[src/rtl/purse_controller.sv]
`default_nettype none
// ============================================================================
//  Module      : purse_controller
//  Description : Battle-game wallet. Accrues periodic income, adds enemy
//                bounties, caps money at the level-dependent maximum and
//                arbitrates deploy spends and purse upgrades. Every request
//                receives a registered ack one cycle later.
//  Ports       : clk, rst_n        - clock, async active-low reset
//                start, stop, en   - battle control (start wins over stop)
//                spend_req/amt     - deploy request and cost
//                upgrade_req       - purse upgrade request
//                bounty_valid/amt  - enemy-kill reward
//                spend_ack/ok      - deploy response (1 cycle after req)
//                upgrade_ack/ok    - upgrade response (1 cycle after req)
//                money, level      - current balance and purse level
//                max_money         - cap for current level
//                upgrade_cost      - cost to leave current level
//                can_upgrade       - level<7 && money>=upgrade_cost
//                running           - 1 while in RUN
//  Revision    : 1.0 - initial release
// ============================================================================
module purse_controller #(
    parameter int MONEY_W     = 14,
    parameter int TICK_DIV    = 10_000_000,
    parameter int INCOME_BASE = 4,
    parameter int INCOME_STEP = 2
) (
    input  logic               clk,
    input  logic               rst_n,
    input  logic               start,
    input  logic               stop,
    input  logic               en,
    input  logic               spend_req,
    input  logic [MONEY_W-1:0] spend_amt,
    input  logic               upgrade_req,
    input  logic               bounty_valid,
    input  logic [MONEY_W-1:0] bounty_amt,
    output logic               spend_ack,
    output logic               spend_ok,
    output logic               upgrade_ack,
    output logic               upgrade_ok,
    output logic [MONEY_W-1:0] money,
    output logic [2:0]         level,
    output logic [MONEY_W-1:0] max_money,
    output logic [MONEY_W-1:0] upgrade_cost,
    output logic               can_upgrade,
    output logic               running
);

    localparam int CNT_W = (TICK_DIV > 2) ? $clog2(TICK_DIV) : 1;
    localparam int EXT_W = MONEY_W + 1;

    localparam logic [0:0] S_IDLE = 1'b0;
    localparam logic [0:0] S_RUN  = 1'b1;

    localparam logic [2:0]       c_top_level = 3'd7;
    localparam logic [CNT_W-1:0] c_cnt_last  = CNT_W'(TICK_DIV - 1);

    // Per-level tables: cost to leave a level, and the money cap at a level.
    function automatic logic [MONEY_W-1:0] cost_of(input logic [2:0] lvl);
        case (lvl)
            3'd0:    cost_of = MONEY_W'(100);
            3'd1:    cost_of = MONEY_W'(200);
            3'd2:    cost_of = MONEY_W'(400);
            3'd3:    cost_of = MONEY_W'(600);
            3'd4:    cost_of = MONEY_W'(1000);
            3'd5:    cost_of = MONEY_W'(2000);
            3'd6:    cost_of = MONEY_W'(4000);
            default: cost_of = MONEY_W'(8000);
        endcase
    endfunction

    function automatic logic [MONEY_W-1:0] max_of(input logic [2:0] lvl);
        case (lvl)
            3'd0:    max_of = MONEY_W'(100);
            3'd1:    max_of = MONEY_W'(300);
            3'd2:    max_of = MONEY_W'(500);
            3'd3:    max_of = MONEY_W'(1000);
            3'd4:    max_of = MONEY_W'(2000);
            3'd5:    max_of = MONEY_W'(4000);
            3'd6:    max_of = MONEY_W'(6000);
            default: max_of = MONEY_W'(10000);
        endcase
    endfunction

    logic [0:0]       r_state;
    logic [CNT_W-1:0] r_cnt;

    // Datapath of the RUN-state update, evaluated every cycle.
    logic               w_tick;
    logic               w_up_ok;
    logic [2:0]         w_lvl_new;
    logic [EXT_W-1:0]   w_m1;
    logic               w_sp_ok;
    logic [EXT_W-1:0]   w_m2;
    logic [EXT_W-1:0]   w_income;
    logic [EXT_W-1:0]   w_bounty;
    logic [EXT_W-1:0]   w_m3;
    logic [MONEY_W-1:0] w_cap;
    logic [MONEY_W-1:0] w_m_sat;

    // Next-state values
    logic [0:0]         w_state_n;
    logic [CNT_W-1:0]   w_cnt_n;
    logic [MONEY_W-1:0] w_money_n;
    logic [2:0]         w_level_n;
    logic               w_sp_ok_n;
    logic               w_up_ok_n;

    always_comb begin
        w_tick    = (r_cnt == c_cnt_last) && en;
        w_up_ok   = upgrade_req && (level != c_top_level) && (money >= cost_of(level));
        w_lvl_new = level + {2'b00, w_up_ok};
        w_m1      = {1'b0, money} - (w_up_ok ? {1'b0, cost_of(level)} : '0);
        // Spend is judged against the balance left after any same-cycle upgrade.
        w_sp_ok   = spend_req && ({1'b0, spend_amt} <= w_m1);
        w_m2      = w_m1 - (w_sp_ok ? {1'b0, spend_amt} : '0);
        // Income is computed from the post-upgrade level.
        w_income  = w_tick ? (EXT_W'(INCOME_BASE) + EXT_W'(INCOME_STEP) * EXT_W'(w_lvl_new))
                           : '0;
        w_bounty  = bounty_valid ? {1'b0, bounty_amt} : '0;
        w_m3      = w_m2 + w_income + w_bounty;
        w_cap     = max_of(w_lvl_new);
        w_m_sat   = (w_m3 > {1'b0, w_cap}) ? w_cap : w_m3[MONEY_W-1:0];
    end

    always_comb begin
        w_state_n = r_state;
        w_cnt_n   = r_cnt;
        w_money_n = money;
        w_level_n = level;
        w_sp_ok_n = 1'b0;
        w_up_ok_n = 1'b0;
        if (start) begin
            // Start (or restart) wins over stop and over same-cycle requests.
            w_state_n = S_RUN;
            w_cnt_n   = '0;
            w_money_n = '0;
            w_level_n = 3'd0;
        end else if (r_state == S_RUN) begin
            if (stop) begin
                w_state_n = S_IDLE;
            end else begin
                if (en) begin
                    w_cnt_n = (r_cnt == c_cnt_last) ? '0 : r_cnt + 1'b1;
                end
                w_money_n = w_m_sat;
                w_level_n = w_lvl_new;
                w_sp_ok_n = w_sp_ok;
                w_up_ok_n = w_up_ok;
            end
        end
    end

    always_ff @(posedge clk or negedge rst_n) begin
        if (!rst_n) begin
            r_state      <= S_IDLE;
            r_cnt        <= '0;
            money        <= '0;
            level        <= 3'd0;
            max_money    <= MONEY_W'(100);
            upgrade_cost <= MONEY_W'(100);
            can_upgrade  <= 1'b0;
            spend_ack    <= 1'b0;
            spend_ok     <= 1'b0;
            upgrade_ack  <= 1'b0;
            upgrade_ok   <= 1'b0;
        end else begin
            r_state      <= w_state_n;
            r_cnt        <= w_cnt_n;
            money        <= w_money_n;
            level        <= w_level_n;
            // Derived values are registered from next-state so they track level/money.
            max_money    <= max_of(w_level_n);
            upgrade_cost <= cost_of(w_level_n);
            can_upgrade  <= (w_level_n != c_top_level) && (w_money_n >= cost_of(w_level_n));
            // Every request is acked; ok is only ever set by the RUN update.
            spend_ack    <= spend_req;
            spend_ok     <= w_sp_ok_n;
            upgrade_ack  <= upgrade_req;
            upgrade_ok   <= w_up_ok_n;
        end
    end

    assign running = (r_state == S_RUN);

endmodule
`default_nettype wire

[config.mk]
export PLATFORM = sky130hd
export DESIGN_NAME = purse_controller
export DESIGN_NICKNAME = d
export VERILOG_FILES = /design/src/rtl/purse_controller.sv
export SDC_FILE = /design/constraint.sdc
export NUM_CORES = 1
export LEC_CHECK = 0
export ABC_AREA = 1
export ABC_CLOCK_PERIOD_IN_PS = 10760
export BUFFER_PORTS_ARGS = -buffer_cell sky130_fd_sc_hd__clkbuf_2
export CORE_MARGIN = 2
export CORE_UTILIZATION = 59
export CTS_CLUSTER_DIAMETER = 80
export CTS_CLUSTER_SIZE = 10
export DETAILED_ROUTE_END_ITERATION = 7
export PLACE_DENSITY = 0.82
export SLEW_MARGIN = 10
export SYNTH_ARGS = -nofsm -noshare
export SYNTH_HDL_FRONTEND = slang
export SYNTH_SLANG_ARGS = --single-unit
[constraint.sdc]
create_clock -name clk -period 10.76 [get_ports clk]
set_clock_uncertainty 0.2 [all_clocks]
set_input_delay 0.538 -clock clk [delete_from_list [all_inputs] [get_ports clk]]
set_output_delay 0.538 -clock clk [all_outputs]
set_load 0.05 [all_outputs]
* Yosys cells after proc, flatten, opt, wreduce, memory -nomap -nowiden
Cells that the tools add are included.
W data, S select, Z words.
** Cells by class
- $lt $le $gt $ge :: 4
- Add/sub/neg operators :: 7
- Equality and inequality tests :: 22
- Muxes and demuxes :: 29
- Reductions and logical operators :: 11
** Operator list (number)
- $pmux W14 S7 :: 2
- $pmux W13 S7 :: 2
- $mux W24 :: 5
- $mux W14 :: 7
- $ge A14 B14 Y1 :: 2
- $eq A3 B3 Y1 const B :: 9
- $add A24 B1 Y24 const B :: 1
- $eq A24 B24 Y1 const B :: 1
- $eq A3 B2 Y1 const B :: 6
- $add A15 B14 Y15 :: 1
- $add A15 B5 Y15 :: 1
- $gt A15 B14 Y1 :: 1
- $le A14 B15 Y1 :: 1
- $sub A14 B14 Y15 :: 1
- $sub A15 B14 Y15 :: 1
- $eq A3 B1 Y1 const B :: 3
- $logic_not A3 Y1 :: 3
- $mux W1 :: 9
- $mux W3 :: 3
- $ne A3 B3 Y1 const B :: 2
- $add A3 B4 Y5 const A :: 1
- $logic_and A1 B1 Y1 :: 5
- $mux W5 :: 1
- $reduce_bool A2 Y1 :: 2
- 3 further kinds :: 3
** Storage, ports and cells
- Logic and storage cells :: 84
- Register bits after elaboration :: 75
- Output and inout port bits :: 51
- Input bits :: 36

* Depth between registers and ports, before layout
Gate-level depths: netlist of run 1.
- Word-level depth :: 19
- Mapped depth :: 78
- Gate-level depth less buffers :: 75

* Worst setup path after synthesis of run 1
OpenSTA, ideal clock, no wires.
- Kind :: reg-to-reg
- Start :: register level[1]
- End :: register can_upgrade
- Setup slack :: 1.080 ns
- Arrival time :: 9.355 ns
- Cell stages (with the launch flop) :: 69
- Clock period less this slack :: 9.680 ns
- Setup time :: 0.125 ns
- Path buffers :: 2
- Data required time :: 10.435 ns
- Path through :: dfrtp_1 > inv_1 > nor2_1 > inv_1 > o21ai_0 > inv_1 > ha_1 > nand2_1 > nor3_1 > nand2_1 > nand4_1 > nand2_1 > inv_1 > nand2_1 > or2_2 > fa_1 > a21oi_1 > o21ai_0 > (+33 left out) > nand2_1 > nand2_1 > nand2_2 > buf_2 > o211ai_1 > nand2_1 > ha_1 > inv_1 > nor2_1 > nor2_1 > nor2_1 > a211oi_1 > nor2_1 > o21bai_1 > nand2_1 > nand2_1 > nand2_1 > a21oi_1
** Between the ends
- Longest elaborated chain between the ends :: 19
** Ends and longest elaborated chain
- start: declaration :: RTL line 43 : output logic [2:0] level,
- start signal: assignment :: RTL line 172 : level <= w_level_n;
- $eq A3 B3 Y1, or another cell as far along :: RTL line 61 : case (lvl)
- $pmux W13 S7 :: RTL line 61
- $ge A14 B14 Y1 :: RTL line 112 : w_up_ok = upgrade_req && (level != c_top_level) && (money >= cost_of(level));
- $logic_and A1 B1 Y1 :: RTL line 112
- $mux W14 :: RTL line 114 : w_m1 = {1'b0, money} - (w_up_ok ? {1'b0, cost_of(level)} : '0);
- $sub A14 B14 Y15 :: RTL line 114
- $le A14 B15 Y1 :: RTL line 116 : w_sp_ok = spend_req && ({1'b0, spend_amt} <= w_m1);
- $logic_and A1 B1 Y1 :: RTL line 116
- (+4 left out)
- $gt A15 B14 Y1 :: RTL line 124 : w_m_sat = (w_m3 > {1'b0, w_cap}) ? w_cap : w_m3[MONEY_W-1:0];
- $mux W14 * :: RTL line 124
- $mux W14 * :: RTL line 141 : if (stop) begin
- $mux W14 * :: RTL line 140 : end else if (r_state == S_RUN) begin
- $mux W14 * :: RTL line 134 : if (start) begin
- net w_money_n[3] :: RTL line 105 : logic [MONEY_W-1:0] w_money_n;
- $ge A14 B14 Y1 * :: RTL line 176 : can_upgrade <= (w_level_n != c_top_level) && (w_money_n >= cost_of(w_level_n));
- $logic_and A1 B1 Y1 * :: RTL line 176
- end signal: assignment :: RTL line 176
- end: declaration :: RTL line 46 : output logic can_upgrade,
Mark *: on every way through the listed nets, which the timed path passes. The rest lies on a longest branch.
A chain may end at the register's enable or synchronous reset.

* Worst setup path after layout of run 1
Ends and elaborated chain as after synthesis.

==> results of run 1 <==
==> state kept, by name (all words and copies together) (netlist names), 3 cells and up <==
name	cells
r_cnt	24
money	14
max_money	11
upgrade_cost	10
level	3
==> critical path: cells and delay by family, from the launching register on <==
kind | cells | cell delay, ns
buffers and inverters | 8 | 0.63
adder cells (fa/ha/maj) | 9 | 3.22
flip-flops | 1 | 0.46
XOR/XNOR | 2 | 0.51
AO/OA/AOI/OAI | 10 | 1.57
AND/OR/NAND/NOR | 36 | 3.48
==> through the flow <==
stage                     hold slack (ns)  setup WS, ns  std cells  setup TNS, ns
after floorplan                    0.0424          1.08        875              0
after global placement              0.304         0.183       1082              0
after detailed placement            0.324         0.146       1082              0
after CTS                           0.130        0.0274       1098              0
after global routing                0.133       -0.0409       1109        -0.0409
final                               0.148         0.618       1109              0
==> placed cells by master (no fill, tap or decap), types with 8 or more instances in the layout <==
| cell | count |
|---|---|
| clkbuf_2 | 81 |
| inv_1 | 153 |
| nor2_2 | 11 |
| nand3_1 | 26 |
| a21oi_1 | 50 |
| dfrtp_1 | 59 |
| nor3_1 | 11 |
| a31oi_1 | 8 |
| o211ai_1 | 10 |
| fa_1 | 17 |
| nand2_1 | 194 |
| xor2_1 | 13 |
| nor2_1 | 75 |
| nand2_2 | 8 |
| nand4_1 | 14 |
| clkbuf_8 | 9 |
| ha_1 | 86 |
| o21ai_0 | 29 |
| buf_4 | 10 |
==> cells by family (layout without fill, tap and decap cells) <==
logic type | after synthesis | in the layout | share of synthesized area
and+or+nand+nor | 362 | 363 | 0.240
buffers and inverters | 175 | 268 | 0.109
AOI/OAI and AO/OA | 137 | 137 | 0.129
adders and majority gates | 105 | 105 | 0.225
DFF | 68 | 68 | 0.266
xor gates and xnor gates | 22 | 22 | 0.0299
other | 2 | 6 | 0.00117
==> worst max-delay path by stage <==
stage	cells past startpoint	slack, ns	end	start
global placement	65	0.18	can_upgrade$_DFF_PN0_	level[1]$_DFF_PN0_
floorplan	68	1.08	can_upgrade$_DFF_PN0_	level[1]$_DFF_PN0_
CTS	65	0.03	can_upgrade$_DFF_PN0_	level[1]$_DFF_PN0_
global route	62	-0.04	can_upgrade$_DFF_PN0_	level[1]$_DFF_PN0_
detailed placement	65	0.15	can_upgrade$_DFF_PN0_	level[1]$_DFF_PN0_
finish	65	0.62	can_upgrade$_DFF_PN0_	level[1]$_DFF_PN0_
==> cell type report <==
type | instances | area (um2) | share of cell area
multi-input combinational | 633 | 4150 | 0.566
tap | 140 | 175 | 0.0239
clock inverter | 7 | 80.1 | 0.0109
inverter | 160 | 603 | 0.0823
clock buffer | 9 | 124 | 0.0169
sequential | 68 | 1710 | 0.234
timing repair buffer | 92 | 485 | 0.0662
==> layer usage <==
metal	vias up	GRT usage	wire (um)
met5	-	0	0
met2	217	0.455	7700
li1	2999	-	-
met4	0	0.0549	203
met1	2818	0.400	7310
met3	19	0.0416	1040
==> what timing repair did <==
| action | in CTS | in global routing |
|---|---|---|
| gates resized for setup | 0 | 32 |
| hold endpoints to repair | 0 | 0 |
| setup endpoints to repair | 0 | 1 |
| hold buffers | 0 | 0 |
| buffers inserted | 0 | 10 |
==> impl_metrics.tcl, run 1 <==
set metrics [dict create \
    status "finished, final reports clean" \
    synth.distinct_cells 54 \
    synthesis.area_um2 6440 \
    cts_max_path_buffers 2 \
    hold_class "in -> reg" \
    start_util 0.599 \
    max_freq_mhz 98.6 \
    stdcell_area_um2 7330 \
    design.core.area_um2 10700 \
    diodes 0 \
    htree_levels 3 \
    viasPerCell 5.46 \
    cp_max_fo 11 \
    antenna_left 0 \
    postSynthAreaPerCell_um2 7.39 \
    routed_wl_um 16200 \
    synth_top_cell_area_share 0.241 \
    reg2reg_depth 65 \
    grt_antenna_before_repair 0 \
    synth_warnings 0 \
    postPlaceCellArea_um2 6940 \
    slowest_delay_ns 0.51 \
    reg2reg_slack_ns 0.62 \
    synth-edff-count 0 \
    post-route-util 0.682 \
    die_area_um2 11800 \
    max_slew.worst_pin.slew_ns 0.845 \
    slew_headroom 0.437 \
    syn_inst 871 \
    port_buffers 81 \
    r2r_start "level[1]$_DFF_PN0_" \
    nets 1105 \
    synthArstFlopShare 1.00 \
    rr_endpoint "can_upgrade$_DFF_PN0_" \
    yosysSeqAreaShare 0.266 \
    cts-buffers-inserted 9 \
    worstSetupPathType "reg -> reg" \
    vias 6053 \
    top_level_ports 87 \
    crit_path_start_kind "flip-flop" \
    synth.top_cells.by_count "196 x nand2_1, 156 x inv_1, 87 x ha_1" \
    place_congestion 0.948 \
    critPathSlowestCell "fa_1" \
    grt_max_degree 69 \
    hold_start "upgrade_req" \
    setup_viol 0 \
    fill_cells 934 \
    wl_per_cell_um 14.7 \
    drive_gt1_frac 0.179 \
    dieHeight_um 108 \
    dieWidth_um 108 \
    final_hold_viol_count 0 \
    cts_tree "yes" \
    clk-insertion-delay-late_ns 0.35 \
    path_common_cell "nand2_1" \
    yosysMostFrequentCell "nand2_1" \
    whs_path_depth 1 \
    cts_sinks 68 \
    maxCapViolCount 0 \
    hold_end "upgrade_ack$_DFF_PN0_" \
    period_needed_ns 10.14 \
    grt_pass1_wl_um 25800 \
    synth_area_leader_cell "dfrtp_1" \
    ys_ff_latch 68 \
    drc 0 \
    gr-total-overflow 0 \
    critPathCaptureType "flip-flop" \
    dp_hpwl_um 12900 \
    slew_viol_final 0 \
    crit_required_ns 10.84 \
    clk_pin_slew_ns 0.09 \
    areaGrowthSynthToFinish_pct 13.9 \
    grt_pass1_vias 5384 \
    synth-main-ff-cell "dfrtp_1" \
    ys_top_cells_by_area "dfrtp_1 24%, ha_1 17%, nand2_1 11%" \
    drt_iter0_drc 508 \
    root_buffer "clkbuf_8" \
    critPathArrivalTime_ns 10.23 \
    rows 38 \
    grt_use_total 0.280 \
    firstDrtPassIters 5 \
    fin_crit_sh 0.943 \
]
Power of run 1 is left out: the tool's default activity adds up to more than one toggle a clock period on the data nets, which glitch-free logic cannot reach.
==> inputs of run 2 (changes only) <==
--- a/config.mk
+++ b/config.mk
@@ -6,14 +6,14 @@
 export NUM_CORES = 1
 export LEC_CHECK = 0
 export ABC_AREA = 1
-export ABC_CLOCK_PERIOD_IN_PS = 10760
+export ABC_CLOCK_PERIOD_IN_PS = 10550
 export BUFFER_PORTS_ARGS = -buffer_cell sky130_fd_sc_hd__clkbuf_2
-export CORE_MARGIN = 2
 export CORE_UTILIZATION = 59
 export CTS_CLUSTER_DIAMETER = 80
 export CTS_CLUSTER_SIZE = 10
 export DETAILED_ROUTE_END_ITERATION = 7
 export PLACE_DENSITY = 0.82
+export SKIP_LAST_GASP = 1
 export SLEW_MARGIN = 10
 export SYNTH_ARGS = -nofsm -noshare
 export SYNTH_HDL_FRONTEND = slang
==> constraint.sdc (replaced) <==
create_clock -name clk -period 10.55 [get_ports clk]
set_clock_uncertainty 0.2 [all_clocks]
set_input_delay 0.5275 -clock clk [delete_from_list [all_inputs] [get_ports clk]]
set_output_delay 0.5275 -clock clk [all_outputs]
set_load 0.05 [all_outputs]
==> run 2 against run 1 <==
  * Hold slack got worse by 0.0036 ns
  * Via count decreased by 0.33%
  * Global-route usage increased by 1.1 points
  * Utilization increased by 2.3 points
  * Largest cell class unchanged
  * Die area decreased by 3.7%
  * Cell count about the same
  * Setup slack improved by 0.065 ns
==> impl_metrics.tcl, run 2 (same netlist as run 1, synthesis figures left out) <==
set metrics [dict create \
    slowest_delay_ns 0.52 \
    cpLargestDelayFamily "simple AND/OR/NAND/NOR gates" \
    grt_max_degree 69 \
    crit_path_start_kind "flip-flop" \
    timing.hold.ws_ns 0.145 \
    dieWidth_um 106 \
    clk_pin_slew_ns 0.08 \
    largest_reg_flops 24 \
    top_level_ports 87 \
    slew_headroom 0.450 \
    regMostFlops "r_cnt" \
    clk-insertion-delay-late_ns 0.35 \
    largestRegisters "r_cnt x24, money x14, max_money x11" \
    viasPerCell 5.44 \
    period_needed_ns 9.87 \
    grt_antenna_before_repair 0 \
    seqCellArea_um2 1710 \
    routed_wl_um 16200 \
    drive_gt1_frac 0.186 \
    root_buffer "clkbuf_8" \
    slew_viol_final 0 \
    critPathCaptureType "flip-flop" \
    grt_pass1_wl_um 26100 \
    gr-total-overflow 0 \
    wl_per_cell_um 14.6 \
    cts_sinks 68 \
    status "finished, final reports clean" \
    die_area_um2 11300 \
    grtUsageMet3 0.0613 \
    dp_hpwl_um 13100 \
    cp_max_fo 8 \
    cts_tree "yes" \
    busiest_layer "met2" \
    drt_iter0_drc 503 \
    setup_viol 0 \
    cts-buffers-inserted 9 \
    whs_path_depth 1 \
    start_util 0.615 \
    dieHeight_um 106 \
    fin_crit_sh 0.935 \
    design.core.area_um2 10500 \
    final_cell_mix "194 x nand2_1, 153 x inv_1, 83 x ha_1" \
    antenna_left 0 \
    port_buffers 81 \
    nets 1108 \
    grt_use_total 0.291 \
    crit_cells 67 \
    postCtsHoldBufs 0 \
    final_hold_viol_count 0 \
    path_buf_inv 7 \
    hold_class "in -> reg" \
    crit_required_ns 10.57 \
    final_common_cell "nand2_1" \
    firstDrtPassIters 5 \
    reg2reg_depth 67 \
    fill_cells 923 \
    critPathArrivalTime_ns 9.89 \
    htree_levels 3 \
    max_slew.worst_pin.slew_ns 0.826 \
    maxCapViolCount 0 \
    grt_use_met1 0.409 \
    rows 37 \
    grt_pass1_vias 5497 \
    worstSetupPathType "reg -> reg" \
    areaGrowthSynthToFinish_pct 14.7 \
    cts_max_path_buffers 2 \
    multi_input_area_um2 4200 \
    max_freq_mhz 101 \
    place_congestion 1.02 \
    critPathSlowestCell "fa_1" \
    met2_usage 0.456 \
    diodes 0 \
    vias 6033 \
    path_common_cell "nand2_1" \
    drc 0 \
]
## run 2: through the flow
step / cells / instance area (um2) / util / TNS [ns] / setup slack, ns
2_1_floorplan: 875 / 6450 / - / 0 / 0.870
3_3_place_gp: 1081 / 6960 / 0.665 / 0 / 0.132
3_5_place_dp: 1081 / 6960 / 0.665 / 0 / 0.140
4_1_cts: 1097 / 7140 / 0.683 / 0 / 0.0398
5_1_grt: 1108 / 7380 / 0.705 / -0.123 / -0.123
6_report: 1108 / 7380 / 0.705 / 0 / 0.683
## run 2: metal layers
layer / wire [um] / vias to the layer above
li1: - / 3003
met3: 1260 / 23
met4: 243 / 0
met1: 7320 / 2762
met5: 0 / -
met2: 7360 / 245
## run 2: final cells by class
class	count	share of cell area
timing repair buffer	95	0.0692
sequential	68	0.232
clock inverter	6	0.00627
inverter	160	0.0817
tap	136	0.0231
clock buffer	10	0.0187
multi-input combinational	633	0.569
## run 2: what timing repair did
action / CTS / global route
setup endpoints to repair: 0 / 4
resized for setup: 0 / 40
buffers inserted: 0 / 10
## run 2: worst register-to-register path: cells and delay by family, from the launching register on
kind                     cells  cell delay, ns
XOR/XNOR                     2            0.43
buffers and inverters        7            0.51
adder cells (fa/ha/maj)      9            3.03
flip-flops                   1            0.45
AND/OR/NAND/NOR             38            3.56
AO/OA/AOI/OAI               11            1.58
## run 2: worst paths after layout
| kind | from | to | slack [ns] |
|---|---|---|---|
| setup / recovery | level[1]$_DFF_PN0_ | can_upgrade$_DFF_PN0_ | 0.68 |
| hold / removal | upgrade_req | upgrade_ack$_DFF_PN0_ | 0.14 |
| setup reg to reg | level[1]$_DFF_PN0_ | can_upgrade$_DFF_PN0_ | 0.68 |
| hold reg to reg | r_cnt[0]$_DFFE_PN0P_ | r_cnt[0]$_DFFE_PN0P_ | 0.33 |
| max in group asynchronous | rst_n | level[0]$_DFF_PN0_ | 9.39 |
| min in group asynchronous | rst_n | spend_ok$_DFF_PN0_ | 0.17 |
Power of run 2 is left out for the same reason.
==> inputs of run 3 (changes only) <==
--- a/config.mk
+++ b/config.mk
@@ -8,6 +8,7 @@
 export ABC_AREA = 1
 export ABC_CLOCK_PERIOD_IN_PS = 10550
 export BUFFER_PORTS_ARGS = -buffer_cell sky130_fd_sc_hd__clkbuf_2
+export CORE_ASPECT_RATIO = 1.4
 export CORE_UTILIZATION = 59
 export CTS_CLUSTER_DIAMETER = 80
 export CTS_CLUSTER_SIZE = 10
==> run 3 against run 2 <==
  * Final area increased by 2.6%
  * Maximum frequency increased by 0.37%
  * Setup slack improved by 0.037 ns
  * Register-to-register slack improved by 0.04 ns
  * Clock-buffer cell count unchanged
  * Wire length increased by 7.6%
  * Critical path type unchanged
==> impl_metrics.tcl, run 3 (same netlist as run 1, synthesis figures left out) <==
set metrics [dict create \
    fin_cells 1110 \
    rr_endpoint "can_upgrade$_DFF_PN0_" \
    path_common_cell "nand2_1" \
    viasPerCell 5.51 \
    root_buffer "clkbuf_16" \
    slowest_delay_ns 0.55 \
    drt_iter0_drc 396 \
    postCtsHoldBufs 0 \
    postPlaceCellArea_um2 6970 \
    port_buffers 81 \
    maxCapViolCount 0 \
    largestRegisters "r_cnt x24, money x14, max_money x11" \
    largest_reg_flops 24 \
    dp_hpwl_um 13600 \
    reg2reg_slack_ns 0.72 \
    grt_pass1_wl_um 27400 \
    cts_max_path_buffers 2 \
    grt_use_total 0.307 \
    final_hold_viol_count 0 \
    areaGrowthSynthToFinish_pct 17.6 \
    fin_crit_sh 0.932 \
    htree_levels 3 \
    die_area_um2 11300 \
    grt_pass1_vias 5985 \
    max_freq_mhz 102 \
    pre_cts_ws_ns 0.140 \
    vias 6119 \
    crit_required_ns 10.62 \
    reg2reg_depth 64 \
    nets 1108 \
    post-route-util 0.720 \
    drive_gt1_frac 0.195 \
    critPathSlowestCell "fa_2" \
    rows 44 \
    dieWidth_um 90.3 \
    top_level_ports 87 \
    final_cell_mix "191 x nand2_1, 152 x inv_1, 82 x ha_1" \
    dp_cells 1084 \
    worstSetupPathType "reg -> reg" \
    cts_sinks 68 \
    gr-total-overflow 0 \
    startpoint "level[1]$_DFF_PN0_" \
    firstDrtPassIters 5 \
    regMostFlops "r_cnt" \
    slew_headroom 0.444 \
    r2r_start "level[1]$_DFF_PN0_" \
    period_needed_ns 9.83 \
    max_slew.worst_pin.slew_ns 0.833 \
    critPathCaptureType "flip-flop" \
    cts_tree "yes" \
    dieHeight_um 126 \
    routed_wl_um 17400 \
    grt_antenna_before_repair 0 \
    cp_max_fo 6 \
    setup_viol 0 \
    crit_end "can_upgrade$_DFF_PN0_" \
    fin_ws_ns 0.720 \
    place_congestion 0.976 \
    hold_class "in -> reg" \
    drc 0 \
    crit_path_start_kind "flip-flop" \
    slew_viol_final 0 \
    cts-buffers-inserted 9 \
    wl_per_cell_um 15.7 \
    antenna_left 0 \
    stdcell_area_um2 7570 \
    clk-insertion-delay-late_ns 0.34 \
    design.core.area_um2 10500 \
    grt_max_degree 69 \
    status "finished, final reports clean" \
    final_common_cell "nand2_1" \
    clk_pin_slew_ns 0.06 \
    start_util 0.612 \
    critPathArrivalTime_ns 9.90 \
    diodes 0 \
]
run 3: what timing repair did:
item / CTS / global route
gates resized for setup: 0 / 57
setup buffers: 0 / 9
setup endpoints to repair: 0 / 1
run 3: worst min path at each step:
stage	start	to	slack, ns	cells after the start
CTS	upgrade_req	upgrade_ack$_DFF_PN0_	0.14	1
floorplan	rst_n	can_upgrade$_DFF_PN0_	0.03	0
global route	upgrade_req	upgrade_ack$_DFF_PN0_	0.16	1
detailed placement	r_cnt[10]$_DFFE_PN0P_	r_cnt[10]$_DFFE_PN0P_	0.31	1
global placement	r_cnt[10]$_DFFE_PN0P_	r_cnt[10]$_DFFE_PN0P_	0.30	1
finish	upgrade_req	upgrade_ack$_DFF_PN0_	0.15	1
run 3: final cells by class:
type	count	area, um2
clock buffer	10	229
clock inverter	6	88.8
fill	860	2940
inverter	160	606
multi-input combinational	633	4250
sequential	68	1710
tap	138	173
timing repair buffer	95	510
run 3: per-layer routing:
metal	GRT usage	share of wire	vias to the layer above
met5	0	0	-
met4	0.177	0.054	0
met3	0.0347	0.045	60
met2	0.561	0.51	225
met1	0.341	0.39	2820
li1	-	-	3014
run 3: critical path: cells and delay by family, from the launching register on:
family,cells,cell delay (ns)
buffers and inverters,6,0.43
DFF,1,0.43
and+or+nand+nor,37,3.72
adders and majority gates,9,3.09
AOI/OAI and AO/OA,10,1.49
xor gates and xnor gates,2,0.38
run 3: per-stage QoR:
step / setup TNS [ns] / hold slack (ns)
6_report: 0 / 0.146
5_1_grt: -0.120 / 0.155
4_1_cts: 0 / 0.140
3_5_place_dp: 0 / 0.311
3_3_place_gp: 0 / 0.297
2_1_floorplan: 0 / 0.0319
Power of run 3 is left out for the same reason.
